--- src/rtl/pipe_addsub_nbit_pkg.sv ---
// Shared definitions for the pipelined adder/subtractor.
//   AluOpAdd/AluOpSub : encodings for in_sub
//   FlagN/FlagZ/FlagV : bit positions inside out_flags
//   flags_t           : {N,Z,V} flag vector type
package pipe_addsub_nbit_pkg;

  localparam logic AluOpAdd = 1'b0;
  localparam logic AluOpSub = 1'b1;

  localparam int unsigned FlagN = 2;
  localparam int unsigned FlagZ = 1;
  localparam int unsigned FlagV = 0;

  typedef logic [2:0] flags_t;

endpackage

--- src/rtl/pipe_addsub_nbit_if.sv ---
// Operand/result handshake bundle for pipe_addsub_nbit.
//   master : producer of operands and consumer of results (drives in_*, out_ready)
//   slave  : the adder itself (drives in_ready, out_*)
interface pipe_addsub_nbit_if
  import pipe_addsub_nbit_pkg::*;
#(
  parameter int unsigned WIDTH = 32
) ();

  logic             in_valid;
  logic             in_ready;
  logic [WIDTH-1:0] in_a;
  logic [WIDTH-1:0] in_b;
  logic             in_sub;
  logic             out_valid;
  logic             out_ready;
  logic [WIDTH-1:0] out_sum;
  logic             out_cout;
  flags_t           out_flags;

  modport master (
    output in_valid, in_a, in_b, in_sub, out_ready,
    input  in_ready, out_valid, out_sum, out_cout, out_flags
  );

  modport slave (
    input  in_valid, in_a, in_b, in_sub, out_ready,
    output in_ready, out_valid, out_sum, out_cout, out_flags
  );

endinterface

--- src/rtl/fulladder.sv ---
// One-bit full adder cell.
//   a, b, cin : addends and carry in
//   sum, cout : sum bit and carry out
module fulladder (
  input  logic a,
  input  logic b,
  input  logic cin,
  output logic sum,
  output logic cout
);

  assign sum  = a ^ b ^ cin;
  assign cout = (a & b) | (cin & (a ^ b));

endmodule

--- src/rtl/pipe_addsub_stage.sv ---
// Combinational CW-bit ripple-carry adder built from fulladder cells; one per pipeline stage.
//   a, b : CW-bit addends (b already conditionally inverted by the caller)
//   cin  : carry in
//   sum  : CW-bit sum
//   cout : carry out of the chunk MSB
module pipe_addsub_stage #(
  parameter int unsigned CW = 8
) (
  input  logic [CW-1:0] a,
  input  logic [CW-1:0] b,
  input  logic          cin,
  output logic [CW-1:0] sum,
  output logic          cout
);

  logic [CW:0] carry;

  assign carry[0] = cin;

  for (genvar i = 0; i < CW; i++) begin : g_bit
    fulladder u_fa (
      .a   (a[i]),
      .b   (b[i]),
      .cin (carry[i]),
      .sum (sum[i]),
      .cout(carry[i+1])
    );
  end

  assign cout = carry[CW];

endmodule

--- src/rtl/pipe_addsub_nbit.sv ---
// Pipelined WIDTH-bit adder/subtractor split into STAGES equal chunks. Stage k adds chunk k
// and registers its carry; upper operand chunks ride forward in skew registers and finished
// lower sum chunks ride in de-skew registers so the final stage presents a coherent sum.
// Handshake: in_ready = !(out_valid && !out_ready); the whole pipe holds on a stall.
//   clk    : rising-edge clock
//   rst    : asynchronous active-high reset, discards every in-flight beat
//   bus_io : pipe_addsub_nbit_if slave (in_valid/in_ready/in_a/in_b/in_sub,
//            out_valid/out_ready/out_sum/out_cout/out_flags)
// Optional feature: define PIPE_ADDSUB_FLAGS_EN to register {N,Z,V} flags; otherwise
// out_flags is tied to zero.
module pipe_addsub_nbit
  import pipe_addsub_nbit_pkg::*;
#(
  parameter int unsigned WIDTH  = 32,
  parameter int unsigned STAGES = 4
) (
  input  logic                clk,
  input  logic                rst,
  pipe_addsub_nbit_if.slave   bus_io
);

  localparam int unsigned CW = WIDTH / STAGES;

  logic last_valid;
  logic stall;
  logic en;

  assign stall           = last_valid && !bus_io.out_ready;
  assign en              = !stall;
  assign bus_io.in_ready = en;

  for (genvar k = 0; k < STAGES; k++) begin : g_st
    localparam int unsigned Lo  = k * CW;     // sum bits finished before this stage
    localparam int unsigned Rem = WIDTH - Lo; // operand bits still to be added

    logic [Rem-1:0]     a_in;
    logic [Rem-1:0]     b_in;
    logic               sub_in;
    logic               cin_in;
    logic               vld_in;
    logic [CW-1:0]      b_chunk;
    logic [CW-1:0]      s_chunk;
    logic               c_out;
    logic [Lo+CW-1:0]   sum_d;
    logic [Lo+CW-1:0]   sum_q;
    logic               carry_q;
    logic               valid_q;

    if (k == 0) begin : g_src
      assign a_in   = bus_io.in_a;
      assign b_in   = bus_io.in_b;
      assign sub_in = bus_io.in_sub;
      assign cin_in = bus_io.in_sub;  // +1 of the two's complement
      assign vld_in = bus_io.in_valid;
      assign sum_d  = s_chunk;
    end else begin : g_src
      assign a_in   = g_st[k-1].g_skew.a_q;
      assign b_in   = g_st[k-1].g_skew.b_q;
      assign sub_in = g_st[k-1].g_skew.sub_q;
      assign cin_in = g_st[k-1].carry_q;
      assign vld_in = g_st[k-1].valid_q;
      assign sum_d  = {s_chunk, g_st[k-1].sum_q};
    end

    assign b_chunk = b_in[CW-1:0] ^ {CW{sub_in}};

    pipe_addsub_stage #(
      .CW(CW)
    ) u_stage (
      .a   (a_in[CW-1:0]),
      .b   (b_chunk),
      .cin (cin_in),
      .sum (s_chunk),
      .cout(c_out)
    );

`ifdef PIPE_ADDSUB_FLAGS_EN
    // Running "any bit nonzero" so Z never needs a WIDTH-wide reduction.
    logic nz_prev;
    logic nz_d;
    if (k == 0) begin : g_nz
      assign nz_prev = 1'b0;
    end else begin : g_nz
      assign nz_prev = g_st[k-1].g_skew.nz_q;
    end
    assign nz_d = nz_prev | (|s_chunk);
`endif

    always_ff @(posedge clk or posedge rst) begin
      if (rst) begin
        valid_q <= 1'b0;
        carry_q <= 1'b0;
        sum_q   <= '0;
      end else if (en) begin
        valid_q <= vld_in;
        carry_q <= c_out;
        sum_q   <= sum_d;
      end
    end

    // Upper operand chunks only exist while something is left to add.
    if (k < STAGES - 1) begin : g_skew
      logic [Rem-CW-1:0] a_q;
      logic [Rem-CW-1:0] b_q;
      logic              sub_q;
`ifdef PIPE_ADDSUB_FLAGS_EN
      logic              nz_q;

      always_ff @(posedge clk or posedge rst) begin
        if (rst) begin
          nz_q <= 1'b0;
        end else if (en) begin
          nz_q <= nz_d;
        end
      end
`endif

      always_ff @(posedge clk or posedge rst) begin
        if (rst) begin
          a_q   <= '0;
          b_q   <= '0;
          sub_q <= 1'b0;
        end else if (en) begin
          a_q   <= a_in[Rem-1:CW];
          b_q   <= b_in[Rem-1:CW];
          sub_q <= sub_in;
        end
      end
    end
  end

  assign last_valid       = g_st[STAGES-1].valid_q;
  assign bus_io.out_valid = last_valid;
  assign bus_io.out_sum   = g_st[STAGES-1].sum_q;
  assign bus_io.out_cout  = g_st[STAGES-1].carry_q;

`ifdef PIPE_ADDSUB_FLAGS_EN
  flags_t flags_d;
  flags_t flags_q;
  logic   a_msb;
  logic   b_msb;
  logic   s_msb;

  assign a_msb = g_st[STAGES-1].a_in[CW-1];
  assign b_msb = g_st[STAGES-1].b_chunk[CW-1];
  assign s_msb = g_st[STAGES-1].s_chunk[CW-1];

  always_comb begin
    flags_d        = '0;
    flags_d[FlagN] = s_msb;
    flags_d[FlagZ] = !g_st[STAGES-1].nz_d;
    flags_d[FlagV] = (a_msb == b_msb) && (s_msb != a_msb);
  end

  always_ff @(posedge clk or posedge rst) begin
    if (rst) begin
      flags_q <= '0;
    end else if (en) begin
      flags_q <= flags_d;
    end
  end

  assign bus_io.out_flags = flags_q;
`else
  assign bus_io.out_flags = '0;
`endif

endmodule

--- src/flat_wrapper.sv ---
// flat-port wrapper written by rule: the top's interface ports become plain ports
module pipe_addsub_nbit_flat import pipe_addsub_nbit_pkg::*;
#(
  parameter int unsigned WIDTH  = 32,
  parameter int unsigned STAGES = 4
)
  (clk, rst, bus_io_in_valid, bus_io_in_a, bus_io_in_b, bus_io_in_sub, bus_io_out_ready, bus_io_in_ready, bus_io_out_valid, bus_io_out_sum, bus_io_out_cout, bus_io_out_flags);
  pipe_addsub_nbit_if #(.WIDTH(WIDTH)) bus_io_i ();
  input  logic clk;
  input  logic rst;
  input wire logic [$bits(bus_io_i.in_valid)-1:0] bus_io_in_valid;
  input wire logic [$bits(bus_io_i.in_a)-1:0] bus_io_in_a;
  input wire logic [$bits(bus_io_i.in_b)-1:0] bus_io_in_b;
  input wire logic [$bits(bus_io_i.in_sub)-1:0] bus_io_in_sub;
  input wire logic [$bits(bus_io_i.out_ready)-1:0] bus_io_out_ready;
  output wire logic [$bits(bus_io_i.in_ready)-1:0] bus_io_in_ready;
  output wire logic [$bits(bus_io_i.out_valid)-1:0] bus_io_out_valid;
  output wire logic [$bits(bus_io_i.out_sum)-1:0] bus_io_out_sum;
  output wire logic [$bits(bus_io_i.out_cout)-1:0] bus_io_out_cout;
  output wire logic [$bits(bus_io_i.out_flags)-1:0] bus_io_out_flags;
  assign bus_io_i.in_valid = bus_io_in_valid;
  assign bus_io_i.in_a = bus_io_in_a;
  assign bus_io_i.in_b = bus_io_in_b;
  assign bus_io_i.in_sub = bus_io_in_sub;
  assign bus_io_i.out_ready = bus_io_out_ready;
  assign bus_io_in_ready = bus_io_i.in_ready;
  assign bus_io_out_valid = bus_io_i.out_valid;
  assign bus_io_out_sum = bus_io_i.out_sum;
  assign bus_io_out_cout = bus_io_i.out_cout;
  assign bus_io_out_flags = bus_io_i.out_flags;
  pipe_addsub_nbit #(.WIDTH(WIDTH), .STAGES(STAGES)) u_core (.clk(clk), .rst(rst), .bus_io(bus_io_i));
endmodule
--- config.mk ---
export PLATFORM = sky130hd
export DESIGN_NAME = pipe_addsub_nbit_flat
export DESIGN_NICKNAME = d
export VERILOG_FILES = /design/src/rtl/pipe_addsub_nbit_pkg.sv /design/src/rtl/pipe_addsub_nbit_if.sv /design/src/rtl/fulladder.sv /design/src/rtl/pipe_addsub_stage.sv /design/src/rtl/pipe_addsub_nbit.sv /design/src/flat_wrapper.sv
export SDC_FILE = /design/constraint.sdc
export NUM_CORES = 1
export LEC_CHECK = 0
export CORE_MARGIN = 5
export CORE_UTILIZATION = 50
export DETAILED_ROUTE_END_ITERATION = 8
export DONT_BUFFER_PORTS = 1
export GPL_TIMING_DRIVEN = 1
export SLEW_MARGIN = 15
export SYNTH_ARGS = -nofsm -noshare
export SYNTH_HDL_FRONTEND = slang
export SYNTH_SLANG_ARGS = --single-unit
--- constraint.sdc ---
create_clock -name clk -period 7 [get_ports clk]
set_clock_uncertainty 0.2 [all_clocks]
set_input_delay 0.7 -clock clk [delete_from_list [all_inputs] [get_ports clk]]
set_output_delay 0.7 -clock clk [all_outputs]
set_load 0.005 [all_outputs]
==> impl_metrics.toml <==
[run_status]
run_status = "completed"

[clock_tree]
clock_path_buffers = 2
tritoncts.num_buffers = 17
postCtsResizedCells = 0
htreeDepth = 4
cts_tree = "done"
cts.hold.buffers_added = 0
clkSinkCount = 187
cts_root_buffer = "sky130_fd_sc_hd__clkbuf_16"
clk_pin_slew_worst_paths_ns = 0.07
post-cts-setup-buffer-count = 0
clkLatencyLatePin_ns = 0.43

[detailed_routing]
drt_pre_antenna_iters = 4
wl_um = 14000
remaining_drc_errors = 0
routedWlPerCell_um = 18.5
first_iter_violations = 164
detailroute.via_count = 3892
vias_per_cell = 5.15
route.antenna.remaining_nets = 0

[power_and_ir_drop]
switching_share = 0.312
irDropWorstVdd_mv = 0.231
netSwitchingPower_mw = 1.37
gate_power_share = 0.342
p_per_area_mw_per_mm2 = 487
p_seq_frac = 0.432
cellInternalPower_mw = 3.03
p_leak_nw = 3.92
share_clk_of_total_power = 0.226

[die]
num_rows = 47
die_w_um = 139
placeableCoreArea_mm2 = 0.0165
die_area_mm2 = 0.0193
die_height_um = 139
pin_count = 107
start_util = 0.506

[grt]
first_global_vias = 4425
global_route.usage.total = 0.157
grt.overflow.total = 0
initial_antenna_violation_count = 0
global_route_wire_length_before_repair_um = 23800
grt_start_max_net_pins = 88

[place]
place_congestion = 0.749
place_ws_ns = 2.16
dp_hpwl_um = 9280
portBuffers = 0

[setup_path]
worst-path-max-fanout = 10
cp.arrival_ns = 4.91
endpoint_kind = "register"
timing.reg2reg.setup_slack_ns = 2.20
critical_path.reg2reg.endpoint = "u_core.g_st[2].sum_q[23]$_DFFE_PP0N_"
path_class = "reg -> reg"
regToRegStartpoint = "u_core.g_st[1].g_skew.sub_q$_DFFE_PP0N_"
worst-r2r-cell-count = 12
required_ns = 7.11
startpoint_type = "register"

[finish]
final_nets = 623
area.growth.synth_to_final_pct = 8.35
drive_above_1_share = 0.390
antennaDiodeCount = 0
fillCellCount = 1380

[sta]
timing.fmax_mhz = 209
finalMaxSlewViolations = 0
finalSetupViolations = 0
period_share = 0.685
finalHoldViolations = 0
timing.max_slew.rel_slack = 0.401
layout_setup_ws_ns = 2.20
min_period_ns = 4.80
worst-slew-pin-transition_ns = 0.899
rsz0062_at_grt = "false"
final.setup.tns_ns = 0

[yosys]
mappedNetlistArea_mm2 = 0.00833
synthDominantCellAreaShare = 0.562
synth-seq-cells = 187
synth_cell_types = 19
avg_cell_area_syn_um2 = 15.7
synthDominantAreaCellType = "sky130_fd_sc_hd__dfrtp_1"
synthCells = 529
sequential_to_total_area_share_from_yosys_stat = 0.562
ys_top_cells_by_area = "sky130_fd_sc_hd__dfrtp_1 56%, sky130_fd_sc_hd__mux2_2 15%, sky130_fd_sc_hd__mux2_4 9.4%, sky130_fd_sc_hd__fa_1 7.5%, sky130_fd_sc_hd__xnor2_1 2.5%"
synthesis.yosys.warnings = 0

[flow_run]
number_of_max_capacitance_violations_reported = 0

[worst_hold_path]
timing.hold.worst.class = "in -> async"
## Yosys cell counts
master / instances
sky130_fd_sc_hd__a21oi_1: 17
sky130_fd_sc_hd__a21oi_2: 7
sky130_fd_sc_hd__buf_2: 4
sky130_fd_sc_hd__buf_4: 14
sky130_fd_sc_hd__buf_6: 9
sky130_fd_sc_hd__clkbuf_1: 5
sky130_fd_sc_hd__conb_1: 1
sky130_fd_sc_hd__dfrtp_1: 187
sky130_fd_sc_hd__fa_1: 31
sky130_fd_sc_hd__inv_1: 32
sky130_fd_sc_hd__inv_4: 1
sky130_fd_sc_hd__mux2_2: 110
sky130_fd_sc_hd__mux2_4: 52
sky130_fd_sc_hd__mux2i_1: 1
sky130_fd_sc_hd__nand2b_1: 1
sky130_fd_sc_hd__nor2b_2: 1
sky130_fd_sc_hd__nor3b_1: 24
sky130_fd_sc_hd__xnor2_1: 24
sky130_fd_sc_hd__xor2_1: 8
## stage by stage
stage           util  power (mW)  area, µm²  cells  hold slack, ns
2_1_floorplan      -        3.16       8330    531           0.235
3_3_place_gp   0.511        3.39       8410    724           0.246
3_5_place_dp   0.511        3.47       8410    724           0.256
4_1_cts        0.548        4.48       9020    756          0.0966
5_1_grt        0.548        4.76       9020    756           0.125
6_report       0.548        4.40       9020    756          0.0573
## worst max-delay path by stage
stage / slack, ns / to / cells past startpoint / startpoint
2_1_floorplan: 1.01 / u_core.bus_io.out_cout$_DFFE_PP0N_ / 1 / rst
3_3_place_gp: 2.27 / u_core.g_st[2].sum_q[23]$_DFFE_PP0N_ / 12 / u_core.g_st[1].g_skew.sub_q$_DFFE_PP0N_
3_5_place_dp: 2.16 / u_core.g_st[2].sum_q[23]$_DFFE_PP0N_ / 12 / u_core.g_st[1].g_skew.sub_q$_DFFE_PP0N_
4_1_cts: 2.14 / u_core.g_st[2].sum_q[23]$_DFFE_PP0N_ / 12 / u_core.g_st[1].g_skew.sub_q$_DFFE_PP0N_
5_1_grt: 1.98 / u_core.g_st[2].sum_q[23]$_DFFE_PP0N_ / 12 / u_core.g_st[1].g_skew.sub_q$_DFFE_PP0N_
6_report: 2.20 / u_core.g_st[2].sum_q[23]$_DFFE_PP0N_ / 12 / u_core.g_st[1].g_skew.sub_q$_DFFE_PP0N_
## worst max-delay path, cell delays in order, from the launching register on
cell	delay (ns)
sky130_fd_sc_hd__dfrtp_1	0.67
sky130_fd_sc_hd__xor2_1	0.25
sky130_fd_sc_hd__fa_1	0.20
sky130_fd_sc_hd__inv_1	0.05
sky130_fd_sc_hd__fa_1	0.41
sky130_fd_sc_hd__fa_1	0.42
sky130_fd_sc_hd__fa_1	0.43
sky130_fd_sc_hd__fa_1	0.45
sky130_fd_sc_hd__fa_1	0.43
sky130_fd_sc_hd__fa_1	0.41
sky130_fd_sc_hd__inv_1	0.08
sky130_fd_sc_hd__fa_1	0.42
sky130_fd_sc_hd__mux2_4	0.26
## placed cells by master, fill, tap and decap left out
cell | Yosys | layout
sky130_fd_sc_hd__a21oi_1 | 17 | 17
sky130_fd_sc_hd__a21oi_2 | 7 | 7
sky130_fd_sc_hd__buf_4 | 14 | 5
sky130_fd_sc_hd__bufinv_16 | 0 | 3
sky130_fd_sc_hd__clkbuf_16 | 0 | 17
sky130_fd_sc_hd__clkinv_2 | 0 | 3
sky130_fd_sc_hd__clkinv_4 | 0 | 2
sky130_fd_sc_hd__clkinvlp_4 | 0 | 1
sky130_fd_sc_hd__conb_1 | 1 | 3
sky130_fd_sc_hd__dfrtp_1 | 187 | 187
sky130_fd_sc_hd__fa_1 | 31 | 31
sky130_fd_sc_hd__inv_1 | 32 | 31
sky130_fd_sc_hd__inv_4 | 1 | 1
sky130_fd_sc_hd__inv_6 | 0 | 6
sky130_fd_sc_hd__inv_8 | 0 | 1
sky130_fd_sc_hd__mux2_2 | 110 | 110
sky130_fd_sc_hd__mux2_4 | 52 | 52
sky130_fd_sc_hd__mux2i_1 | 1 | 1
sky130_fd_sc_hd__nand2b_1 | 1 | 1
sky130_fd_sc_hd__nor2b_4 | 0 | 1
sky130_fd_sc_hd__nor3b_1 | 24 | 24
sky130_fd_sc_hd__xnor2_1 | 24 | 24
sky130_fd_sc_hd__xor2_1 | 8 | 8
## power groups by stage
stage | registers [mW] | logic [mW] | clock network, mW
floorplan | 1.77 | 1.38 | 0
global placement | 1.91 | 1.48 | 0
detailed placement | 1.93 | 1.54 | 0
CTS | 1.92 | 1.55 | 1.02
global route | 1.97 | 1.71 | 1.07
finish | 1.90 | 1.51 | 0.992
## sequential cells by signal (all words and copies together), names as in the netlist
name,cells
u_core.bus_io.out_cout,1
u_core.g_st.g_skew.sub_q,3
u_core.g_st.g_skew.a_q,48
u_core.g_st.sum_q,48
u_core.bus_io.out_valid,1
u_core.bus_io.out_sum,32
u_core.g_st.g_skew.b_q,48
u_core.g_st.valid_q,3
u_core.g_st.carry_q,3
## layer usage
layer	part of all wire	GRT usage	routed length [µm]
met5	0	0	0
met4	0.015	0.0525	210
met3	0.057	0.0552	799
met2	0.49	0.244	6800
met1	0.44	0.206	6150
## logic make-up after synthesis
family / count (synthesis) / share of synthesized area
DFF: 187 / 0.562
muxes: 163 / 0.244
buffers and inverters: 65 / 0.0446
xor gates and xnor gates: 32 / 0.0337
adders and majority gates: 31 / 0.0745
and+or+nand+nor: 26 / 0.0234
AOI/OAI and AO/OA: 24 / 0.0176
other: 1 / 0.000450
## cell type report
cell class                 instances  area, µm²  share of cell area
clock inverter                    15        185              0.0205
sequential                       187       4680               0.519
multi-input combinational        279       3290               0.364
inverter                          33        131              0.0146
tap                              220        275              0.0305
timing repair buffer               5       37.5             0.00416
clock buffer                      17        425              0.0472
Power figures use the tool's default switching activity.
